===== config.mk =====
export PLATFORM = sky130hd
export DESIGN_NAME = wb_rr_arbiter
export DESIGN_NICKNAME = d
export VERILOG_FILES = /design/src/rtl/wb_rr_arbiter.sv
export SDC_FILE = /design/constraint.sdc
export NUM_CORES = 1
export LEC_CHECK = 0
export ABC_CLOCK_PERIOD_IN_PS = 4500
export CAP_MARGIN = 20
export CORE_AREA = 10 10 105 107
export DETAILED_ROUTE_END_ITERATION = 8
export DIE_AREA = 0 0 115 117
export PLACE_DENSITY_LB_ADDON = 0.1
export SYNTH_ARGS = -nofsm -noshare
export SYNTH_HDL_FRONTEND = slang
export SYNTH_SLANG_ARGS = --single-unit

===== constraint.sdc =====
create_clock -name clk -period 4.5 [get_ports clk]
set_input_delay 1.125 -clock clk [delete_from_list [all_inputs] [get_ports clk]]
set_output_delay 1.125 -clock clk [all_outputs]
set_load 0.03 [all_outputs]

===== src/rtl/wb_rr_arbiter.sv =====
// rtl/wb_rr_arbiter.sv - round-robin arbiter sharing one Wishbone B4 pipelined slave among N masters
// Optional bus-hang timeout is built in when WB_ARB_TIMEOUT_EN is defined.
module wb_rr_arbiter #(
   parameter int N       = 2,
   parameter int AW      = 32,
   parameter int DW      = 32,
   parameter int OW      = 4,
   parameter int TIMEOUT = 255
) (
   input  logic              clk,
   input  logic              rst,
   input  logic [N-1:0]      m_cyc,
   input  logic [N-1:0]      m_stb,
   input  logic [N-1:0]      m_we,
   input  logic [N*AW-1:0]   m_adr,
   input  logic [N*DW-1:0]   m_dat_w,
   input  logic [N*DW/8-1:0] m_sel,
   output logic [DW-1:0]     m_dat_r,
   output logic [N-1:0]      m_ack,
   output logic [N-1:0]      m_err,
   output logic [N-1:0]      m_stall,
   output logic              s_cyc,
   output logic              s_stb,
   output logic              s_we,
   output logic [AW-1:0]     s_adr,
   output logic [DW-1:0]     s_dat_w,
   output logic [DW/8-1:0]   s_sel,
   input  logic [DW-1:0]     s_dat_r,
   input  logic              s_ack,
   input  logic              s_err,
   input  logic              s_stall,
   output logic [N-1:0]      grant
);
   localparam int LW = (N > 1) ? $clog2(N) : 1;
   localparam int SW = DW / 8;

   typedef enum logic {IDLE, BUSY} state_t;

   state_t        state, state_next;
   logic [LW-1:0] last, last_next;
   logic [N-1:0]  grant_next;
   logic [OW-1:0] outstanding, outstanding_next;
   logic          found;
   logic [LW-1:0] winner;
   logic [N-1:0]  winner_oh;
   logic          owner_cyc, owner_stb, at_limit, accept, resp, timeout_hit;

   // grant is the one-hot owner, so it doubles as the owner select everywhere
   assign owner_cyc = |(m_cyc & grant);
   assign owner_stb = |(m_stb & grant);
   assign at_limit  = &outstanding;
   assign accept    = s_stb & ~s_stall;
   assign resp      = s_ack | s_err;
   assign m_dat_r   = s_dat_r;

   // first requester after the previous owner, wrapping modulo N
   always_comb begin
      found     = 1'b0;
      winner    = last;
      winner_oh = '0;
      for (int k = 1; k <= N; k++) begin
         for (int i = 0; i < N; i++) begin
            if (!found && m_cyc[i] && ((int'(last) + k) % N) == i) begin
               found        = 1'b1;
               winner       = LW'(i);
               winner_oh[i] = 1'b1;
            end
         end
      end
   end

   always_comb begin
      s_we    = 1'b0;
      s_adr   = '0;
      s_dat_w = '0;
      s_sel   = '0;
      for (int i = 0; i < N; i++) begin
         if (grant[i]) begin
            s_we    = m_we[i];
            s_adr   = m_adr[i*AW +: AW];
            s_dat_w = m_dat_w[i*DW +: DW];
            s_sel   = m_sel[i*SW +: SW];
         end
      end
   end

`ifdef WB_ARB_TIMEOUT_EN
   localparam int TW = $clog2(TIMEOUT + 1);
   logic [TW-1:0] tcnt;

   always_ff @(posedge clk) begin
      if (rst || state != BUSY || outstanding == '0 || accept || resp)
         tcnt <= '0;
      else
         tcnt <= tcnt + 1'b1;
   end

   assign timeout_hit = (state == BUSY) && owner_cyc && (outstanding != '0) &&
                        (tcnt == TW'(TIMEOUT - 1));
`else
   logic unused_timeout;
   assign unused_timeout = (TIMEOUT != 0);
   assign timeout_hit    = 1'b0;
`endif

   always_ff @(posedge clk) begin
      if (rst) begin
         state       <= IDLE;
         grant       <= '0;
         last        <= LW'(N - 1);
         outstanding <= '0;
      end else begin
         state       <= state_next;
         grant       <= grant_next;
         last        <= last_next;
         outstanding <= outstanding_next;
      end
   end

   always_comb begin
      state_next       = state;
      grant_next       = grant;
      last_next        = last;
      outstanding_next = outstanding;
      case (state)
         IDLE: begin
            outstanding_next = '0;
            if (found) begin
               state_next = BUSY;
               grant_next = winner_oh;
               last_next  = winner;
            end
         end
         BUSY: begin
            // dropping CYC (or a timeout) abandons any beats still in flight
            if (!owner_cyc || timeout_hit) begin
               state_next       = IDLE;
               grant_next       = '0;
               outstanding_next = '0;
            end else if (accept && !resp) begin
               outstanding_next = outstanding + 1'b1;
            end else if (resp && !accept && outstanding != '0) begin
               outstanding_next = outstanding - 1'b1;
            end
         end
         default: state_next = IDLE;
      endcase
   end

   always_comb begin
      s_cyc   = 1'b0;
      s_stb   = 1'b0;
      m_ack   = '0;
      m_err   = '0;
      m_stall = '1;
      if (!rst && state == BUSY) begin
         if (timeout_hit) begin
            m_err = grant;
         end else begin
            s_cyc   = owner_cyc;
            s_stb   = owner_cyc & owner_stb & ~at_limit;
            m_stall = ~grant | {N{s_stall | at_limit}};
            m_ack   = grant & {N{owner_cyc & s_ack}};
            m_err   = grant & {N{owner_cyc & s_err}};
         end
      end
   end
endmodule

==> impl_results.md <==
- Post-Synthesis Cells: slightly above 200
- Number of hold buffers added after cts: 0
- Tot Pwr: about 0.67 mW
- Number of global-route vias before repair: 2,453
- Initial core utilization: 17.8%
- Area Overhead vs Synth: 134%
- WL final: approximately 12 mm
- Site Rows: 35
- Clock tree buffer depth: 2
- Crit-path cells: clkdlybuf4s50_1 > a22o_1 > and3b_1 > nand2_1 > a41oi_1 > clkdlybuf4s50_1
- Final nets: 567
- Mean Syn Cell Area: 7.93 um^2
- Via total after detailed routing: 2,338
- M1 GR Usage: 16.0%
- Worst reg2reg setup slack: between 1500 and 2000 ps
- Post-place setup slack: 297 ps
- Full die area: 13,500 um^2
- Clk Latency, worst-skew pair: 230 ps
- Clock-pin slew on the worst setup and hold paths: 40 ps
- GRT met3 Usage: 8.46%
- Sequential area share after synthesis: 9.99%
- Fmax: 239 MHz
- Clock sink total: 8
- Port Buffer Count: 225
- Total congestion overflow: 0
- Area after DPL: about 3700 um^2
- Die Width: around 120 um
- Routed wire length per instance: about 24 um
- Number of synthesized flops with an enable pin: 0
- ANT cells: 0
- Worst EP arrival: 3070 ps
- Synth Flop Type: dfxtp_1
- Pre-antenna DRT Iters: 4
- Dpl hpwl: 10.2 mm
- Synthesized area: 1600 um^2
- M2 GR Usage: 29.5%
- Htree depth: 1
- Worst hold start: last$_SDFFE_PP1P_
- CP Buf/Inv Count: 2
- Crit-path max FO: 8
- Layout cell share with drive strength beyond 1: 4.44%
- Final number of setup-violating endpoints: 0
- Post-synth cell types: between 40 and 50
- TritonCTS clock tree: done
- Grt peak-use layer: met2
- Final GP Congestion: 0.776
- Detailed router's first-iteration violation count: 82
- Post-route clock period utilization: between 90% and 100%
- Max Cap Violations: 0
- Tmin final: between 4000 and 5000 ps
- Die Height: 117 um
- Design area: between 3000 and 4000 um^2
- Vias per std cell: around 4.7
- Rel. slew slack: between 50% and 60%
- Fin util: 41.5%
- Critical Path Sink Type: output pin
- Yosys warns: 0
- #FFs+latches synth: 8
- Global-route usage over all layers: 15.9%
- Critical-path top delay cell: clkdlybuf4s50_1
- Hold endpoint: last$_SDFFE_PP1P_
- Startpoint Class: primary input
- Cell mode on critical path: clkdlybuf4s50_1
- First-pass GRT wire length: 16.3 mm
- Num CTS Buffers: 3
- Crit-path leading delay family: buffers and inverters
- Setup WS post-layout: approximately 310 ps
- Worst path max stage delay: 700 ps
- Critical path class: in2out
- Run status: complete, no violations
- CTS Root Cell: clkbuf_8
- Reg-to-Reg End: outstanding[3]$_SDFFE_PP0P_
- I/O Pins: 290
- Worst EP required: 3380 ps
- Final slew viol count: 0
- Initial antenna violation count: 0
- Fillcell total: 909
- Power Dens Cells: 178 nW/um^2
- Remaining DRCs: 0
- Worst Skew: between 1.5 and 2 ps
- R2R cell count: 10
- Core area: 9020 um^2
- Final Hold Fails: 0
- Post-CTS Setup Bufs: 0
- Hold path depth: 1
- Unrepaired setup endpoints after global routing: no
- Max rail drop VDD: 65.9 uV
- Antenna violation net count after detailed routing: 0
- Total negative setup slack: 0 ps
- Hold Crit Class: reg2reg
- Worst slew pin tran: 723 ps
- Async set-reset flop share out of synthesis: 0%
- Largest net degree at the start of global routing: 70
- Reg-to-reg critical path startpoint: grant[1]$_SDFFE_PP0P_
- Post_cts resized: 0
- Syn_nets: 384
- Pleak: 1.41 nW
## cells in the final DEF (no fill, tap or decap), types with 2 or more instances in the layout
cell type	n
o21ai_0	2
ha_1	2
a21oi_1	3
buf_4	6
a22o_1	71
and3_1	4
nor3_1	4
a21o_1	2
nor2_1	4
clkdlybuf4s50_1	225
a211o_1	2
nand2_1	9
mux2i_1	2
nor2b_1	3
mux2_4	2
nand3_1	3
nand2b_1	4
inv_2	2
dfxtp_1	7
inv_1	2
clkbuf_8	3
## synthesized netlist by cell type, types with 2 or more instances
master,n,area share (%)
dfxtp_1,8,10
nand3_1,3,0.94
nand2b_1,4,1.6
and3_1,4,1.6
inv_1,2,0.47
a22o_1,71,39
buf_6,3,2.1
nor3_1,4,1.2
nor2b_1,3,1.2
mux2_4,2,1.9
a21o_1,2,0.94
a211o_1,2,1.1
a21oi_1,3,0.94
nor2_1,5,1.2
buf_4,32,15
ha_1,2,1.6
o21ai_0,2,0.62
mux2i_1,2,1.2
nand2_1,9,2.1
clkbuf_1,17,4.0
inv_2,2,0.47
## registers in the layout, indices dropped and copies added (netlist names)
name and cells:
last 1, outstanding 4, state 1, grant 2
## report_power, final
part,switching [mW],total [mW],internal (mW)
registers,0.00991,0.0855,0.0756
clock network,0.0267,0.0845,0.0578
logic,0.238,0.498,0.260
## per-stage QoR
step | std cells | hold slack [ps]
after floorplan | 202 | 459
after detailed placement | 491 | 497
after global routing | 494 | 537
final | 494 | 497
after CTS | 494 | 503
after global placement | 491 | 476
## kinds of logic (layout without fill, tap and decap cells)
| kind of cell | after synthesis | after routing | share of synthesized area, % |
|---|---|---|---|
| flip-flops | 8 | 8 | 9.99 |
| AND/OR/NAND/NOR | 41 | 41 | 14.2 |
| buffers and inverters | 57 | 238 | 22.3 |
| AO/OA/AOI/OAI | 88 | 88 | 47.0 |
| adder cells (fa/ha/maj) | 3 | 3 | 2.81 |
| multiplexers | 4 | 4 | 3.12 |
| XOR/XNOR | 1 | 1 | 0.547 |
## worst register-to-register path, stage by stage, from the launching register on
cell and delay [ps]:
dfxtp_2 530, buf_4 590, a22o_1 310, and3_4 260
inv_2 50, ha_1 260, a21o_1 190, a21oi_1 220
nor4b_1 250, nand4b_1 130, nand4_1 110
## cell type report
type,instances,area (um^2),share of cell area [%]
well taps,111,139,3.71
clock buffers,3,41.3,1.10
flip-flops and latches,8,161,4.31
multi-input cells,137,1090,29.2
inverters,4,15.0,0.401
repair buffers,231,2300,61.3
## how the worst max path moves through the flow
stage          startpoint  endpoint  slack [ps]  cells after the start
6_report         m_cyc[0]     s_stb         310                      6
5_1_grt          m_cyc[0]     s_stb         190                      6
4_1_cts          m_cyc[0]     s_stb         290                      6
3_5_place_dp     m_cyc[0]     s_stb         300                      6
3_3_place_gp     m_cyc[0]     s_stb         300                      6
2_1_floorplan    m_cyc[0]     s_stb        1190                      5
## layer usage
layer  vias to the layer above  wire length [um]
li1                       1116                 -
met1                      1082              3960
met2                       138              6190
met3                         2              1440
met4                         0                41
met5                         -                 0
Power figures use the tool's default switching activity.
